<file path="config.mk">
export PLATFORM = sky130hd
export DESIGN_NAME = bf_stdout_uart_tx
export DESIGN_NICKNAME = d
export VERILOG_FILES = /design/src/rtl/bf_uart_pkg.sv /design/src/rtl/bf_sync_fifo.sv /design/src/rtl/bf_stdout_uart_tx.sv
export SDC_FILE = /design/constraint.sdc
export NUM_CORES = 1
export LEC_CHECK = 0
export ABC_AREA = 0
export BUFFER_PORTS_ARGS = -buffer_cell sky130_fd_sc_hd__buf_2
export CAP_MARGIN = 20
export CORE_UTILIZATION = 62
export CTS_BUF_LIST = sky130_fd_sc_hd__clkbuf_8
export DETAILED_ROUTE_END_ITERATION = 7
export MAX_ROUTING_LAYER = met4
export PLACE_DENSITY = 0.79
export SLEW_MARGIN = 20
export SYNTH_ARGS = -nofsm -noshare
export SYNTH_HDL_FRONTEND = slang
export SYNTH_SLANG_ARGS = --single-unit
</file>
<file path="constraint.sdc">
create_clock -name clk -period 4.5 [get_ports clk]
set_clock_uncertainty 0.2 [all_clocks]
set_input_delay 0 -clock clk [delete_from_list [all_inputs] [get_ports clk]]
set_output_delay 0 -clock clk [all_outputs]
set_load 0.1 [all_outputs]
</file>
<file path="src/rtl/bf_uart_pkg.sv">
// rtl/bf_uart_pkg.sv - shared FSM encoding and 8N1 line constants for the stdout UART
package bf_uart_pkg;

    typedef enum logic [1:0] {
        IDLE  = 2'd0,
        START = 2'd1,
        DATA  = 2'd2,
        STOP  = 2'd3
    } uart_state_t;

    localparam int   DATA_BITS  = 8;
    localparam int   STOP_BITS  = 1;
    localparam logic IDLE_LEVEL = 1'b1;

endpackage

</file>
<file path="src/rtl/bf_sync_fifo.sv">
// rtl/bf_sync_fifo.sv - single-clock first-word-fall-through FIFO with wrap-bit pointers
module bf_sync_fifo #(
    parameter int WIDTH = 8,
    parameter int AW    = 4
) (
    input  logic             clk,
    input  logic             reset,
    input  logic             push,
    input  logic             pop,
    input  logic [WIDTH-1:0] wdata,
    output logic [WIDTH-1:0] rdata,
    output logic             full,
    output logic             empty,
    output logic [AW:0]      level
);

    localparam int DEPTH = 2 ** AW;

    logic [WIDTH-1:0] mem [0:DEPTH-1];
    logic [AW:0]      wptr;
    logic [AW:0]      rptr;
    logic             do_push;
    logic             do_pop;

    // Same index with differing wrap bits means the write side lapped the read side.
    assign empty = (wptr == rptr);
    assign full  = (wptr[AW] != rptr[AW]) && (wptr[AW-1:0] == rptr[AW-1:0]);
    assign rdata = mem[rptr[AW-1:0]];

    // A push into a full FIFO is only legal when the head leaves on the same edge.
    assign do_push = push && (!full || pop);
    assign do_pop  = pop && !empty;

    // Storage write; contents need no reset since pointers define validity.
    always_ff @(posedge clk) begin
        if (do_push) begin
            mem[wptr[AW-1:0]] <= wdata;
        end
    end

    // Pointer and occupancy bookkeeping.
    always_ff @(posedge clk) begin
        if (reset) begin
            wptr  <= '0;
            rptr  <= '0;
            level <= '0;
        end else begin
            if (do_push) begin
                wptr <= wptr + (AW+1)'(1);
            end
            if (do_pop) begin
                rptr <= rptr + (AW+1)'(1);
            end
            if (do_push && !do_pop) begin
                level <= level + (AW+1)'(1);
            end else if (do_pop && !do_push) begin
                level <= level - (AW+1)'(1);
            end
        end
    end

endmodule

</file>
<file path="src/rtl/bf_stdout_uart_tx.sv">
// rtl/bf_stdout_uart_tx.sv - buffers core stdout bytes and sends them as 8N1 UART frames
module bf_stdout_uart_tx
    import bf_uart_pkg::*;
#(
    parameter int CLK_DIV = 16,
    parameter int FIFO_AW = 4
) (
    input  logic               clk,
    input  logic               reset,
    input  logic [7:0]         in_data,
    input  logic               in_valid,
    output logic               tx,
    output logic               busy,
    output logic               fifo_full,
    output logic [FIFO_AW:0]   fifo_level,
    output logic               overflow
);

    localparam logic [15:0] BAUD_LAST = 16'(CLK_DIV - 1);
    localparam logic [2:0]  BIT_LAST  = 3'(DATA_BITS - 1);

    uart_state_t state;
    logic [15:0] baud_cnt;
    logic [2:0]  bit_idx;
    logic [7:0]  shift;
    logic [7:0]  head;
    logic        fifo_empty;
    logic        baud_last;
    logic        pop;
    logic        push;

    assign baud_last = (baud_cnt == BAUD_LAST);

    // Head leaves the FIFO either from IDLE or on the final STOP cycle (back-to-back).
    assign pop  = !fifo_empty && ((state == IDLE) || ((state == STOP) && baud_last));
    assign push = in_valid && (!fifo_full || pop);

    assign busy = (state != IDLE) || (fifo_level != '0);

    bf_sync_fifo #(
        .WIDTH (8),
        .AW    (FIFO_AW)
    ) u_fifo (
        .clk   (clk),
        .reset (reset),
        .push  (push),
        .pop   (pop),
        .wdata (in_data),
        .rdata (head),
        .full  (fifo_full),
        .empty (fifo_empty),
        .level (fifo_level)
    );

    // Sticky drop flag: a write strobe that the FIFO could not absorb.
    always_ff @(posedge clk) begin
        if (reset) begin
            overflow <= 1'b0;
        end else if (in_valid && !push) begin
            overflow <= 1'b1;
        end
    end

    // Frame sequencer: tx is registered so a reset edge returns the line high at once.
    always_ff @(posedge clk) begin
        if (reset) begin
            state    <= IDLE;
            baud_cnt <= '0;
            bit_idx  <= '0;
            shift    <= '0;
            tx       <= IDLE_LEVEL;
        end else begin
            case (state)
                IDLE: begin
                    tx       <= IDLE_LEVEL;
                    baud_cnt <= '0;
                    if (!fifo_empty) begin
                        shift <= head;
                        state <= START;
                        tx    <= 1'b0;
                    end
                end
                START: begin
                    if (baud_last) begin
                        baud_cnt <= '0;
                        bit_idx  <= '0;
                        state    <= DATA;
                        tx       <= shift[0];
                    end else begin
                        baud_cnt <= baud_cnt + 16'd1;
                    end
                end
                DATA: begin
                    if (baud_last) begin
                        baud_cnt <= '0;
                        if (bit_idx == BIT_LAST) begin
                            state <= STOP;
                            tx    <= 1'b1;
                        end else begin
                            bit_idx <= bit_idx + 3'd1;
                            shift   <= {1'b0, shift[7:1]};
                            tx      <= shift[1];
                        end
                    end else begin
                        baud_cnt <= baud_cnt + 16'd1;
                    end
                end
                STOP: begin
                    if (baud_last) begin
                        baud_cnt <= '0;
                        if (!fifo_empty) begin
                            shift <= head;
                            state <= START;
                            tx    <= 1'b0;
                        end else begin
                            state <= IDLE;
                            tx    <= IDLE_LEVEL;
                        end
                    end else begin
                        baud_cnt <= baud_cnt + 16'd1;
                    end
                end
                default: begin
                    state    <= IDLE;
                    baud_cnt <= '0;
                    tx       <= IDLE_LEVEL;
                end
            endcase
        end
    end

endmodule

</file>
==> metrics.txt, run 1 <==
# TYPE chip_impl_metric gauge
chip_impl_metric{name="boundaryPins",unit=""} 20
chip_impl_info{name="worst_setup_path_start_kind",value="flip-flop"} 1
chip_impl_metric{name="cp.required",unit="ns"} 4.70
chip_impl_metric{name="core",unit="sq mm"} 0.01161
chip_impl_metric{name="final.period_utilization",unit=""} 0.9113
chip_impl_metric{name="synth_enable_flop_cells",unit=""} 128
chip_impl_info{name="min-delay-path-class",value="input port to flip-flop"} 1
chip_impl_info{name="setup_repair_after_global_routing_missed_its_margin",value="false"} 1
chip_impl_metric{name="detail_route.wirelength",unit="um"} 14500
chip_impl_metric{name="netlist_area",unit="sq mm"} 0.007521
chip_impl_metric{name="register_area",unit="sq mm"} 0.004846
chip_impl_metric{name="tightestPinTransition",unit="ns"} 1.008
chip_impl_metric{name="irDropWorstVdd",unit="mV"} 0.4203
chip_impl_metric{name="drt-wirelength-per-cell",unit="um"} 20.10
chip_impl_metric{name="maximum_count_of_clock_buffers_along_a_single_path",unit=""} 2
chip_impl_metric{name="grt_start_max_net_pins",unit=""} 33
chip_impl_info{name="clock_tree.root_cell",value="sky130_fd_sc_hd__clkbuf_8"} 1
chip_impl_metric{name="yosys_warnings",unit=""} 0
chip_impl_metric{name="route.detailed.drc",unit=""} 0
chip_impl_metric{name="grt_overflow",unit=""} 0
chip_impl_info{name="reg2reg_from",value="baud_cnt[12]$_SDFF_PP0_"} 1
chip_impl_metric{name="ys_types",unit=""} 50
chip_impl_metric{name="worst_setup_hold_path_clk_slew",unit="ns"} 0.09
chip_impl_info{name="critPathKind",value="flip-flop to flip-flop"} 1
chip_impl_metric{name="antennaDiodeCount",unit=""} 0
chip_impl_metric{name="holdPathStages",unit=""} 2
chip_impl_metric{name="place.detailed.instances",unit=""} 678
chip_impl_info{name="worstPathCellList",value="or4_4, nor4_1, a21oi_1, or2_2, ha_1, inv_1, ha_1, a21o_1, a21oi_1, xnor2_1, or3_1, a21oi_1"} 1
chip_impl_metric{name="io_buffers",unit=""} 19
chip_impl_metric{name="timing_max_transition_violations_final",unit=""} 0
chip_impl_info{name="netlist.top_cell.by_area",value="sky130_fd_sc_hd__edfxtp_1"} 1
chip_impl_info{name="critical_path_endpoint_category",value="flip-flop"} 1
chip_impl_metric{name="maxCapViolations",unit=""} 0
chip_impl_metric{name="number_of_nets_at_the_end_of_the_flow",unit=""} 595
chip_impl_metric{name="postCtsSetupRepairBufs",unit=""} 0
chip_impl_metric{name="max-slew-margin-rel",unit=""} 0.3253
chip_impl_metric{name="number_of_buffer_and_inverter_stages_on_the_critical_path",unit=""} 1
chip_impl_metric{name="crit_arrival",unit="ns"} 4.30
chip_impl_metric{name="vias",unit=""} 4507
chip_impl_metric{name="postLayoutSetupSlackWorst",unit="ns"} 0.3994
chip_impl_metric{name="multiInputGateArea",unit="sq mm"} 0.002521
chip_impl_metric{name="critPathMaxFanout",unit=""} 11
chip_impl_metric{name="clock-sinks",unit=""} 178
chip_impl_metric{name="cts_max_level",unit=""} 4
chip_impl_metric{name="synth.yosys.seq_area_share",unit=""} 0.6442
chip_impl_info{name="path_delay_family",value="simple AND/OR/NAND/NOR gates"} 1
chip_impl_metric{name="gp_congestion",unit=""} 0.8350
chip_impl_metric{name="preCtsSetupSlack",unit="ns"} 0.5018
chip_impl_metric{name="grtUsageTotal",unit=""} 0.2564
chip_impl_info{name="synthFlopType",value="sky130_fd_sc_hd__edfxtp_1"} 1
chip_impl_metric{name="ys_seq_elements",unit=""} 178
chip_impl_metric{name="synthesis.instances",unit=""} 526
chip_impl_metric{name="clkLatencyLatePin",unit="ns"} 0.47
chip_impl_info{name="hold-path-endpoint",value="u_fifo.mem[7][4]$_DFFE_PP_"} 1
chip_impl_metric{name="floorplan.rows",unit=""} 39
chip_impl_metric{name="flow.area_growth_from_synthesis",unit="%"} 10.76
chip_impl_metric{name="synth_largest_type_area_fraction",unit=""} 0.5111
chip_impl_metric{name="final_layout_size_suffix_gt1_frac",unit=""} 0.1869
chip_impl_metric{name="grt_pass1_wl",unit="um"} 22840
chip_impl_metric{name="tns",unit="ns"} 0
chip_impl_metric{name="async_reset_ff_frac",unit=""} 0
chip_impl_metric{name="design.die.area",unit="sq mm"} 0.01258
chip_impl_metric{name="setup.reg_to_reg.worst_slack",unit="ns"} 0.40
chip_impl_info{name="outcome",value="finished clean"} 1
chip_impl_info{name="regToRegEndpoint",value="u_fifo.level[4]$_SDFFE_PP0P_"} 1
chip_impl_metric{name="post_dp_hpwl",unit="um"} 9469
chip_impl_metric{name="dr.first_iter.drc_count",unit=""} 380
chip_impl_metric{name="worst-r2r-cell-count",unit=""} 12
chip_impl_metric{name="number_of_global_route_vias_before_repair",unit=""} 4419
chip_impl_metric{name="fill_cells",unit=""} 770
chip_impl_metric{name="critPathMaxStageDelay",unit="ns"} 0.61
chip_impl_metric{name="power.leakage",unit="uW"} 0.002766
chip_impl_metric{name="synth_fp_nets",unit=""} 556
chip_impl_metric{name="tritoncts_buffers",unit=""} 17
chip_impl_info{name="critPathMostFrequentCell",value="sky130_fd_sc_hd__a21oi_1"} 1
chip_impl_metric{name="layout.cells.non_filler",unit=""} 721
chip_impl_info{name="synth.area.top_cells",value="sky130_fd_sc_hd__edfxtp_1, sky130_fd_sc_hd__dfxtp_1, sky130_fd_sc_hd__mux4_2"} 1
chip_impl_metric{name="antenna_violating_nets_post_route",unit=""} 0
chip_impl_metric{name="layout_min_cycle_time",unit="ns"} 4.101
chip_impl_metric{name="firstDrtPassIters",unit=""} 4
chip_impl_metric{name="synthesis.area_per_instance",unit="sq um"} 14.30
chip_impl_metric{name="via_density_per_instance",unit=""} 6.251
chip_impl_info{name="cts_tree",value="built"} 1
chip_impl_metric{name="floorplan.die.height",unit="um"} 112.1
chip_impl_metric{name="max_freq",unit="MHz"} 243.9
chip_impl_metric{name="final_report_hold_violation_count",unit=""} 0
chip_impl_metric{name="holdBufCountCts",unit=""} 11
chip_impl_metric{name="setup_viol_count_final",unit=""} 0
chip_impl_metric{name="fp.dieW",unit="um"} 112.1
chip_impl_metric{name="initial_core_util",unit=""} 0.6476
chip_impl_info{name="critPathSlowestCell",value="sky130_fd_sc_hd__nor4_1"} 1
chip_impl_info{name="min-delay-start",value="in_data[4]"} 1
chip_impl_metric{name="cts-resized-gates",unit=""} 0
chip_impl_metric{name="power_density",unit="mW/mm^2"} 495.4
chip_impl_metric{name="grt_antenna_before_repair",unit=""} 0
area by class of cell:
class / count / area share
flip-flops and latches: 178 / 0.5817
multi-input cells: 309 / 0.3026
repair buffers: 47 / 0.03995
clock buffers: 17 / 0.02809
well taps: 143 / 0.02148
clock inverters: 15 / 0.02073
inverters: 12 / 0.005407
synthesized netlist by cell type (2+ instances only):
cell / n
sky130_fd_sc_hd__a2111oi_0: 5
sky130_fd_sc_hd__a211o_1: 2
sky130_fd_sc_hd__a211oi_1: 6
sky130_fd_sc_hd__a21o_1: 10
sky130_fd_sc_hd__a21oi_1: 32
sky130_fd_sc_hd__a221oi_1: 2
sky130_fd_sc_hd__a22oi_1: 2
sky130_fd_sc_hd__and2_1: 5
sky130_fd_sc_hd__and3_2: 2
sky130_fd_sc_hd__and4_1: 2
sky130_fd_sc_hd__buf_1: 4
sky130_fd_sc_hd__buf_2: 4
sky130_fd_sc_hd__clkbuf_1: 18
sky130_fd_sc_hd__dfxtp_1: 50
sky130_fd_sc_hd__edfxtp_1: 128
sky130_fd_sc_hd__ha_1: 18
sky130_fd_sc_hd__inv_1: 12
sky130_fd_sc_hd__mux2_2: 2
sky130_fd_sc_hd__mux2i_1: 10
sky130_fd_sc_hd__mux4_2: 30
sky130_fd_sc_hd__nand2_1: 16
sky130_fd_sc_hd__nand2b_1: 5
sky130_fd_sc_hd__nand3_1: 17
sky130_fd_sc_hd__nand3b_1: 2
sky130_fd_sc_hd__nand4_1: 4
sky130_fd_sc_hd__nor2_1: 46
sky130_fd_sc_hd__nor2b_1: 7
sky130_fd_sc_hd__nor3_1: 9
sky130_fd_sc_hd__nor4_1: 3
sky130_fd_sc_hd__o21ai_0: 12
sky130_fd_sc_hd__o22ai_1: 6
sky130_fd_sc_hd__o311a_1: 2
sky130_fd_sc_hd__o31ai_1: 3
sky130_fd_sc_hd__or2_2: 2
sky130_fd_sc_hd__or3_1: 5
sky130_fd_sc_hd__or4_1: 7
sky130_fd_sc_hd__xnor2_1: 17
sky130_fd_sc_hd__xor2_1: 7
kinds of logic (layout without fill, tap and decap cells):
| family | Yosys count | count (layout) | share of synthesized area |
|---|---|---|---|
| flops | 178 | 178 | 0.6442 |
| simple gates | 136 | 136 | 0.09183 |
| compound gates | 88 | 88 | 0.07669 |
| mux | 42 | 42 | 0.1061 |
| buf+inv | 39 | 91 | 0.02063 |
| xor+xnor | 24 | 24 | 0.02795 |
| fa+ha+maj | 19 | 19 | 0.03261 |
flip-flops by register name (all words and copies together), names as in the netlist, named ones only:
name,cells
u_fifo.rptr,5
shift,8
bit_idx,3
u_fifo.level,5
tx,1
state,2
u_fifo.mem,128
baud_cnt,16
u_fifo.wptr,5
overflow,1
where the power goes:
part	internal, uW	leakage [uW]	switching [uW]	total (uW)
combinational	408	0.00101	717	1120
clock	510	0.000195	596	1110
sequential	1840	0.00156	60.7	1900
total	2750	0.00277	1370	4130
through the flow:
| step | utilization | power (uW) | cell area [sq um] | hold slack (ns) |
|---|---|---|---|---|
| 6_report | 0.7173 | 4127 | 8330 | 0.2400 |
| 5_1_grt | 0.7173 | 4306 | 8330 | 0.2397 |
| 4_1_cts | 0.7172 | 4147 | 8329 | 0.2025 |
| 3_5_place_dp | 0.6727 | 3045 | 7812 | 0.1651 |
| 3_3_place_gp | 0.6727 | 3009 | 7812 | 0.1592 |
| 2_1_floorplan | - | 2804 | 7521 | -0.1011 |
per-layer routing:
| layer | track usage | vias to the layer above | wire, um |
|---|---|---|---|
| li1 | - | 2093 | - |
| met1 | 0.3253 | 2228 | 5913 |
| met2 | 0.3975 | 154 | 7208 |
| met3 | 0.05508 | 32 | 1020 |
| met4 | 0.1244 | 0 | 354 |
| met5 | - | - | 0 |
worst max-delay path by stage:
stage	end	cells past startpoint	start
2_1_floorplan	u_fifo.level[4]$_SDFFE_PP0P_	13	baud_cnt[12]$_SDFF_PP0_
3_3_place_gp	u_fifo.level[4]$_SDFFE_PP0P_	13	baud_cnt[12]$_SDFF_PP0_
3_5_place_dp	u_fifo.level[4]$_SDFFE_PP0P_	12	baud_cnt[12]$_SDFF_PP0_
4_1_cts	u_fifo.level[4]$_SDFFE_PP0P_	12	baud_cnt[12]$_SDFF_PP0_
5_1_grt	u_fifo.level[4]$_SDFFE_PP0P_	12	baud_cnt[12]$_SDFF_PP0_
6_report	u_fifo.level[4]$_SDFFE_PP0P_	12	baud_cnt[12]$_SDFF_PP0_
cells in the final DEF, fill, tap and decap left out, types with 5 or more instances in the layout:
master | netlist | layout
sky130_fd_sc_hd__nand2_1 | 16 | 16
sky130_fd_sc_hd__a21oi_1 | 32 | 32
sky130_fd_sc_hd__or3_1 | 5 | 5
sky130_fd_sc_hd__nor3_1 | 9 | 9
sky130_fd_sc_hd__a211oi_1 | 6 | 6
sky130_fd_sc_hd__nor2_1 | 46 | 46
sky130_fd_sc_hd__edfxtp_1 | 128 | 128
sky130_fd_sc_hd__a21o_1 | 10 | 10
sky130_fd_sc_hd__ha_1 | 18 | 18
sky130_fd_sc_hd__nand2b_1 | 5 | 5
sky130_fd_sc_hd__o21ai_0 | 12 | 12
sky130_fd_sc_hd__xor2_1 | 7 | 7
sky130_fd_sc_hd__and2_1 | 5 | 5
sky130_fd_sc_hd__buf_4 | 1 | 17
sky130_fd_sc_hd__or4_1 | 7 | 7
sky130_fd_sc_hd__xnor2_1 | 17 | 17
sky130_fd_sc_hd__dfxtp_1 | 50 | 49
sky130_fd_sc_hd__a2111oi_0 | 5 | 5
sky130_fd_sc_hd__nand3_1 | 17 | 17
sky130_fd_sc_hd__dlygate4sd3_1 | 0 | 11
sky130_fd_sc_hd__mux4_2 | 30 | 30
sky130_fd_sc_hd__nor2b_1 | 7 | 7
sky130_fd_sc_hd__o22ai_1 | 6 | 6
sky130_fd_sc_hd__mux2i_1 | 10 | 10
sky130_fd_sc_hd__clkbuf_8 | 0 | 17
sky130_fd_sc_hd__inv_1 | 12 | 12
sky130_fd_sc_hd__buf_2 | 4 | 19
(Power assumes the default switching activity.)
==> run 2: changes to the inputs <==
- clock period: 4.5 -> 5.3 ns (I/O delays scaled with it)
==> run 2 against run 1 <==
Register-to-register slack improved by 0.88 ns. Wire length increased by 0.99%. Via count increased by 0.31%. Worst hold slack improved by 0.0079 ns. Highest routed layer unchanged. Non-clock buffer count decreased by 6. Critical endpoint unchanged.
==> metrics.txt, run 2 (synthesized netlist as in run 1, its figures left out) <==
# TYPE chip_impl_metric gauge
chip_impl_metric{name="worst_setup_hold_path_clk_slew",unit="ns"} 0.09
chip_impl_info{name="worstPathCellList",value="or4_1, or4_1, o2111ai_2, and2_1, ha_1, inv_1, fa_1, a21o_1, a21oi_1, xnor2_1, or3_1, a21oi_1"} 1
chip_impl_metric{name="setup_viol_count_final",unit=""} 0
chip_impl_metric{name="grtUsageTotal",unit=""} 0.2623
chip_impl_metric{name="hold-worst-slack",unit="ns"} 0.2479
chip_impl_info{name="setup_repair_after_global_routing_missed_its_margin",value="false"} 1
chip_impl_metric{name="p_int",unit="uW"} 2387
chip_impl_metric{name="max-slew-margin-rel",unit=""} 0.3153
chip_impl_metric{name="grt_start_max_net_pins",unit=""} 35
chip_impl_metric{name="io_buffers",unit=""} 19
chip_impl_metric{name="gp_congestion",unit=""} 0.8192
chip_impl_info{name="critPathKind",value="flip-flop to flip-flop"} 1
chip_impl_metric{name="p_comb_frac",unit=""} 0.265
chip_impl_info{name="min-delay-path-class",value="input port to flip-flop"} 1
chip_impl_metric{name="postCtsSetupRepairBufs",unit=""} 0
chip_impl_metric{name="max_freq",unit="MHz"} 248.6
chip_impl_metric{name="power.switching",unit="uW"} 1155
chip_impl_metric{name="register_area",unit="sq mm"} 0.004845
chip_impl_metric{name="dr.first_iter.drc_count",unit=""} 396
chip_impl_metric{name="tns",unit="ns"} 0
chip_impl_metric{name="fill_cells",unit=""} 770
chip_impl_metric{name="floorplan.rows",unit=""} 39
chip_impl_metric{name="post_dp_hpwl",unit="um"} 9405
chip_impl_metric{name="maximum_count_of_clock_buffers_along_a_single_path",unit=""} 2
chip_impl_metric{name="place.detailed.instances",unit=""} 672
chip_impl_metric{name="boundaryPins",unit=""} 20
chip_impl_metric{name="drt-wirelength-per-cell",unit="um"} 20.47
chip_impl_metric{name="clkLatencyLatePin",unit="ns"} 0.47
chip_impl_metric{name="clock_power_share",unit=""} 0.277
chip_impl_metric{name="clock-sinks",unit=""} 178
chip_impl_metric{name="flow.area_growth_from_synthesis",unit="%"} 10.38
chip_impl_info{name="outcome",value="finished clean"} 1
chip_impl_info{name="worst_setup_path_start_kind",value="flip-flop"} 1
chip_impl_metric{name="tritoncts_buffers",unit=""} 17
chip_impl_metric{name="fp.dieW",unit="um"} 112.1
chip_impl_metric{name="final.period_utilization",unit=""} 0.7590
chip_impl_metric{name="power_density",unit="mW/mm^2"} 426.7
chip_impl_metric{name="flip_flop_count_of_the_largest_register_all_copies_and_words_added",unit=""} 128
chip_impl_info{name="layout.cells.most_common",value="sky130_fd_sc_hd__edfxtp_1"} 1
chip_impl_metric{name="cp.required",unit="ns"} 5.49
chip_impl_metric{name="final_layout_size_suffix_gt1_frac",unit=""} 0.1748
chip_impl_metric{name="power.sequential.fraction",unit=""} 0.458
chip_impl_metric{name="critPathMaxStageDelay",unit="ns"} 0.63
chip_impl_metric{name="vias",unit=""} 4521
chip_impl_metric{name="maxCapViolations",unit=""} 0
chip_impl_metric{name="grt_pass1_wl",unit="um"} 23600
chip_impl_metric{name="cts-resized-gates",unit=""} 0
chip_impl_metric{name="power_switching_share",unit=""} 0.3260
chip_impl_metric{name="antenna_violating_nets_post_route",unit=""} 0
chip_impl_metric{name="initial_core_util",unit=""} 0.6476
chip_impl_info{name="cts_tree",value="built"} 1
chip_impl_info{name="most-common-layout-cells",value="sky130_fd_sc_hd__edfxtp_1, sky130_fd_sc_hd__dfxtp_1, sky130_fd_sc_hd__nor2_1, sky130_fd_sc_hd__a21oi_1, sky130_fd_sc_hd__mux4_2"} 1
chip_impl_metric{name="design.die.area",unit="sq mm"} 0.01258
chip_impl_metric{name="antennaDiodeCount",unit=""} 0
chip_impl_metric{name="core",unit="sq mm"} 0.01161
chip_impl_metric{name="tightestPinTransition",unit="ns"} 1.023
chip_impl_metric{name="irDropWorstVdd",unit="mV"} 0.3694
chip_impl_metric{name="power.leakage",unit="uW"} 0.002749
chip_impl_metric{name="grt_antenna_before_repair",unit=""} 0
chip_impl_metric{name="number_of_nets_at_the_end_of_the_flow",unit=""} 589
chip_impl_metric{name="floorplan.die.height",unit="um"} 112.1
chip_impl_metric{name="crit_arrival",unit="ns"} 4.21
chip_impl_info{name="clock_tree.root_cell",value="sky130_fd_sc_hd__clkbuf_8"} 1
chip_impl_metric{name="route.detailed.drc",unit=""} 0
chip_impl_metric{name="firstDrtPassIters",unit=""} 5
chip_impl_metric{name="detail_route.wirelength",unit="um"} 14640
chip_impl_metric{name="number_of_global_route_vias_before_repair",unit=""} 4462
chip_impl_info{name="critical_path_endpoint_category",value="flip-flop"} 1
chip_impl_metric{name="grt_overflow",unit=""} 0
chip_impl_metric{name="layout_min_cycle_time",unit="ns"} 4.023
chip_impl_info{name="critPathSlowestCell",value="sky130_fd_sc_hd__or4_1"} 1
chip_impl_metric{name="critPathMaxFanout",unit=""} 9
chip_impl_metric{name="via_density_per_instance",unit=""} 6.323
chip_impl_metric{name="number_of_buffer_and_inverter_stages_on_the_critical_path",unit=""} 1
chip_impl_metric{name="multiInputGateArea",unit="sq mm"} 0.002521
chip_impl_metric{name="holdBufCountCts",unit=""} 11
chip_impl_metric{name="cts_max_level",unit=""} 4
chip_impl_info{name="path_delay_family",value="simple AND/OR/NAND/NOR gates"} 1
chip_impl_metric{name="layout.cells.non_filler",unit=""} 715
chip_impl_metric{name="timing_max_transition_violations_final",unit=""} 0
chip_impl_metric{name="final_report_hold_violation_count",unit=""} 0
-- run 2: changes by cell type in the layout (fill, tap and decap cells not counted), sizes merged --
cell	previous run	this run
clkinvlp	4	3
buf	36	30
bufinv	2	3
inv	19	18
clkbuf	17	18
-- run 2: final timing paths --
kind | endpoint | start | slack, ns | cells past startpoint
max | u_fifo.level[4]$_SDFFE_PP0P_ | baud_cnt[4]$_SDFF_PP0_ | 1.28 | 12
min | overflow$_SDFFE_PP0P_ | in_valid | 0.25 | 4
max reg2reg | u_fifo.level[4]$_SDFFE_PP0P_ | baud_cnt[4]$_SDFF_PP0_ | 1.28 | 12
min reg2reg | baud_cnt[0]$_SDFF_PP0_ | baud_cnt[0]$_SDFF_PP0_ | 0.27 | 1
-- run 2: cell type report --
cell class                      count  share of cell area
Clock inverter                     14             0.02125
Sequential cell                   178              0.5836
Tap cell                          143             0.02155
Timing Repair Buffer               41             0.03466
Multi-Input combinational cell    309              0.3037
Clock buffer                       18             0.02984
Inverter                           12            0.005426
-- run 2: through the flow --
stage | total power [uW] | instance area (sq um) | util | setup slack (ns)
final | 3542 | 8302 | 0.7148 | 1.277
after global routing | 3695 | 8302 | 0.7148 | 1.030
after CTS | 3557 | 8302 | 0.7148 | 1.279
after detailed placement | 2584 | 7767 | 0.6688 | 1.307
after global placement | 2551 | 7767 | 0.6688 | 1.385
after floorplan | 2380 | 7521 | - | 1.597
-- run 2: worst min-delay path, cell delays in order --
cell and delay, ns:
sky130_fd_sc_hd__dlygate4sd3_1 0.52, sky130_fd_sc_hd__buf_2 0.20, sky130_fd_sc_hd__a21oi_1 0.08, sky130_fd_sc_hd__nor2_1 0.07
-- run 2: power by group through the flow --
stage	registers (uW)	clock network, uW	logic (uW)
6_report	1620	981	940
5_1_grt	1630	1040	1020
4_1_cts	1620	991	943
3_5_place_dp	1650	0	930
3_3_place_gp	1650	0	902
2_1_floorplan	1740	0	637
-- run 2: routing by layer --
| metal | routed length (um) | vias to the layer above | global-route usage | part of all wire |
|---|---|---|---|---|
| met5 | 0 | - | - | 0 |
| met4 | 308 | 0 | 0.1013 | 0.021 |
| met3 | 828 | 27 | 0.04914 | 0.057 |
| met2 | 7230 | 154 | 0.4070 | 0.49 |
| met1 | 6273 | 2254 | 0.3486 | 0.43 |
| li1 | - | 2086 | - | - |
==> run 3: changes to the inputs <==
- clock period: 5.3 -> 4.2 ns (I/O delays scaled with it)
==> run 3 against run 2 <==
Core utilization grew 0.78 points. Global-route usage is 0.26 points lower. Register-to-register slack got worse by 0.95 ns. Final area increased by 1.1%. Sequential share of layout area decreased by 0.63 points. First-iteration DRC count fell by 3.8%. Via count up 2.0%. Sequential cell count did not move. Count of clock-buffer cells in the layout down 1. Total power rose by 25%. Sequential power is 27% higher.
==> metrics.txt, run 3 (synthesized netlist as in run 1, its figures left out) <==
# TYPE chip_impl_metric gauge
chip_impl_metric{name="post_dp_hpwl",unit="um"} 9599
chip_impl_metric{name="final_layout_size_suffix_gt1_frac",unit=""} 0.1976
chip_impl_metric{name="route.detailed.drc",unit=""} 0
chip_impl_metric{name="setup.reg_to_reg.worst_slack",unit="ns"} 0.33
chip_impl_metric{name="antennaDiodeCount",unit=""} 0
chip_impl_info{name="clock_tree.root_cell",value="sky130_fd_sc_hd__clkbuf_8"} 1
chip_impl_metric{name="antenna_violating_nets_post_route",unit=""} 0
chip_impl_metric{name="tns",unit="ns"} 0
chip_impl_metric{name="vias",unit=""} 4613
chip_impl_metric{name="maxCapViolations",unit=""} 0
chip_impl_metric{name="grt_antenna_before_repair",unit=""} 0
chip_impl_metric{name="final_report_hold_violation_count",unit=""} 0
chip_impl_metric{name="grtUsageTotal",unit=""} 0.2597
chip_impl_metric{name="grt_pass1_wl",unit="um"} 23600
chip_impl_metric{name="power.leakage",unit="uW"} 0.002816
chip_impl_metric{name="cp.required",unit="ns"} 4.39
chip_impl_metric{name="timing_max_transition_violations_final",unit=""} 0
chip_impl_metric{name="design_area",unit="sq mm"} 0.008392
chip_impl_metric{name="gp_congestion",unit=""} 0.8279
chip_impl_info{name="setup_repair_after_global_routing_missed_its_margin",value="false"} 1
chip_impl_info{name="critPathSlowestCell",value="sky130_fd_sc_hd__or4_1"} 1
chip_impl_metric{name="initial_core_util",unit=""} 0.6476
chip_impl_metric{name="detail_route.wirelength",unit="um"} 14600
chip_impl_metric{name="max-slew-margin-rel",unit=""} 0.4046
chip_impl_metric{name="final.period_utilization",unit=""} 0.9215
chip_impl_info{name="worst_setup_path_start_kind",value="flip-flop"} 1
chip_impl_metric{name="tritoncts_buffers",unit=""} 17
chip_impl_metric{name="critPathMaxFanout",unit=""} 5
chip_impl_metric{name="p_comb_frac",unit=""} 0.272
chip_impl_metric{name="maximum_count_of_clock_buffers_along_a_single_path",unit=""} 2
chip_impl_metric{name="power_switching_share",unit=""} 0.3395
chip_impl_metric{name="worst_setup_hold_path_clk_slew",unit="ns"} 0.10
chip_impl_metric{name="floorplan.rows",unit=""} 39
chip_impl_metric{name="firstDrtPassIters",unit=""} 5
chip_impl_metric{name="crit_arrival",unit="ns"} 4.06
chip_impl_metric{name="number_of_global_route_vias_before_repair",unit=""} 4514
chip_impl_metric{name="clock-sinks",unit=""} 178
chip_impl_metric{name="layout_min_cycle_time",unit="ns"} 3.870
chip_impl_metric{name="io_buffers",unit=""} 19
chip_impl_metric{name="critPathMaxStageDelay",unit="ns"} 0.68
chip_impl_metric{name="grt_overflow",unit=""} 0
chip_impl_metric{name="hold-worst-slack",unit="ns"} 0.2507
chip_impl_metric{name="drt-wirelength-per-cell",unit="um"} 20.00
chip_impl_info{name="layout.cells.most_common",value="sky130_fd_sc_hd__edfxtp_1"} 1
chip_impl_metric{name="clock_power_share",unit=""} 0.262
chip_impl_metric{name="via_density_per_instance",unit=""} 6.319
chip_impl_info{name="critPathKind",value="flip-flop to flip-flop"} 1
chip_impl_metric{name="setup_viol_count_final",unit=""} 0
chip_impl_metric{name="power.sequential.fraction",unit=""} 0.466
chip_impl_metric{name="power.switching",unit="uW"} 1498
chip_impl_metric{name="p_int",unit="uW"} 2914
chip_impl_metric{name="tightestPinTransition",unit="ns"} 0.8931
chip_impl_info{name="worstPathCellList",value="or4_4, or4_1, o2111ai_2, and2_1, ha_1, inv_1, fa_1, a21o_1, a21oi_1, xnor2_1, or3_1, a21oi_1"} 1
chip_impl_metric{name="grt_start_max_net_pins",unit=""} 35
chip_impl_metric{name="number_of_nets_at_the_end_of_the_flow",unit=""} 604
chip_impl_metric{name="post_dp_cell_area",unit="sq mm"} 0.007880
chip_impl_metric{name="irDropWorstVdd",unit="mV"} 0.4430
chip_impl_metric{name="dr.first_iter.drc_count",unit=""} 381
chip_impl_metric{name="fp.dieW",unit="um"} 112.1
chip_impl_metric{name="core",unit="sq mm"} 0.01161
chip_impl_metric{name="cts_max_level",unit=""} 4
chip_impl_metric{name="flow.area_growth_from_synthesis",unit="%"} 11.58
chip_impl_metric{name="clkLatencyLatePin",unit="ns"} 0.45
chip_impl_metric{name="flip_flop_count_of_the_largest_register_all_copies_and_words_added",unit=""} 128
chip_impl_metric{name="cts-resized-gates",unit=""} 0
chip_impl_info{name="critical_path_endpoint_category",value="flip-flop"} 1
chip_impl_metric{name="design.die.area",unit="sq mm"} 0.01258
chip_impl_metric{name="worst-r2r-cell-count",unit=""} 12
chip_impl_info{name="outcome",value="finished clean"} 1
chip_impl_info{name="min-delay-path-class",value="flip-flop to flip-flop"} 1
chip_impl_metric{name="holdPathStages",unit=""} 1
chip_impl_info{name="most-common-layout-cells",value="sky130_fd_sc_hd__edfxtp_1, sky130_fd_sc_hd__dfxtp_1, sky130_fd_sc_hd__nor2_1, sky130_fd_sc_hd__a21oi_1, sky130_fd_sc_hd__mux4_2"} 1
chip_impl_metric{name="boundaryPins",unit=""} 20
chip_impl_info{name="critPathMostFrequentCell",value="sky130_fd_sc_hd__a21oi_1"} 1
chip_impl_metric{name="max_freq",unit="MHz"} 258.4
chip_impl_info{name="cts_tree",value="built"} 1
chip_impl_metric{name="power_density",unit="mW/mm^2"} 525.7
chip_impl_metric{name="floorplan.die.height",unit="um"} 112.1
==> run 3: changes by cell type in the layout (fill, tap and decap cells not counted) <==
| cell | change |
|---|---|
| sky130_fd_sc_hd__buf_4 | +15 |
| sky130_fd_sc_hd__clkinv_4 | +3 |
| sky130_fd_sc_hd__inv_8 | +3 |
| sky130_fd_sc_hd__bufinv_16 | -2 |
| sky130_fd_sc_hd__clkbuf_8 | -1 |
| sky130_fd_sc_hd__clkinv_2 | -1 |
| sky130_fd_sc_hd__clkinv_8 | +1 |
| sky130_fd_sc_hd__clkinvlp_4 | -1 |
| sky130_fd_sc_hd__inv_1 | -1 |
| sky130_fd_sc_hd__inv_6 | -1 |
==> run 3: final timing paths <==
| path | from | endpoint |
|---|---|---|
| setup / recovery | baud_cnt[12]$_SDFF_PP0_ | u_fifo.level[4]$_SDFFE_PP0P_ |
| hold / removal | baud_cnt[0]$_SDFF_PP0_ | baud_cnt[0]$_SDFF_PP0_ |
| setup reg to reg | baud_cnt[12]$_SDFF_PP0_ | u_fifo.level[4]$_SDFFE_PP0P_ |
| hold reg to reg | baud_cnt[0]$_SDFF_PP0_ | baud_cnt[0]$_SDFF_PP0_ |
==> run 3: power groups by stage <==
| stage | registers, uW | logic [uW] | clock network (uW) |
|---|---|---|---|
| 3_5_place_dp | 2100 | 1180 | 0 |
| 5_1_grt | 2070 | 1300 | 1240 |
| 2_1_floorplan | 2200 | 804 | 0 |
| 4_1_cts | 2060 | 1200 | 1170 |
| 3_3_place_gp | 2090 | 1150 | 0 |
| 6_report | 2060 | 1200 | 1160 |
==> run 3: what timing repair did <==
| action | CTS | global route |
|---|---|---|
| hold buffers | 11 | 0 |
| buffers inserted | 0 | 0 |
| endpoints found under the hold margin | 163 | 0 |
==> run 3: routing by layer <==
metal	track usage	vias up	share of wire
li1	-	2107	-
met1	0.3438	2298	0.42
met2	0.4008	184	0.50
met3	0.05400	24	0.064
met4	0.09956	0	0.019
met5	-	-	0
==> run 3: layout make-up <==
type                       count  area [sq um]
clock buffer                  17         234.0
clock inverter                15         167.7
timing repair buffer          56         400.4
inverter                      12         45.04
fill                         749          3222
multi-input combinational    309          2521
tap                          143         178.9
sequential                   178          4845
==> run 3: per-stage QoR <==
| stage | std cells | utilization | total power, uW | setup WS (ns) |
|---|---|---|---|---|
| floorplan | 526 | - | 3004 | 0.4970 |
| global placement | 687 | 0.6785 | 3245 | 0.5077 |
| detailed placement | 687 | 0.6785 | 3278 | 0.4103 |
| CTS | 730 | 0.7226 | 4429 | 0.3582 |
| global route | 730 | 0.7226 | 4614 | 0.1476 |
| finish | 730 | 0.7226 | 4411 | 0.3297 |
==> run 3: worst max-delay path, delay by kind of cell, from the launching register on <==
kind / cells / cell delay, ns
compound gates: 4 / 0.74
fa+ha+maj: 2 / 0.60
buf+inv: 1 / 0.11
xor+xnor: 1 / 0.10
flops: 1 / 0.36
simple gates: 4 / 1.71
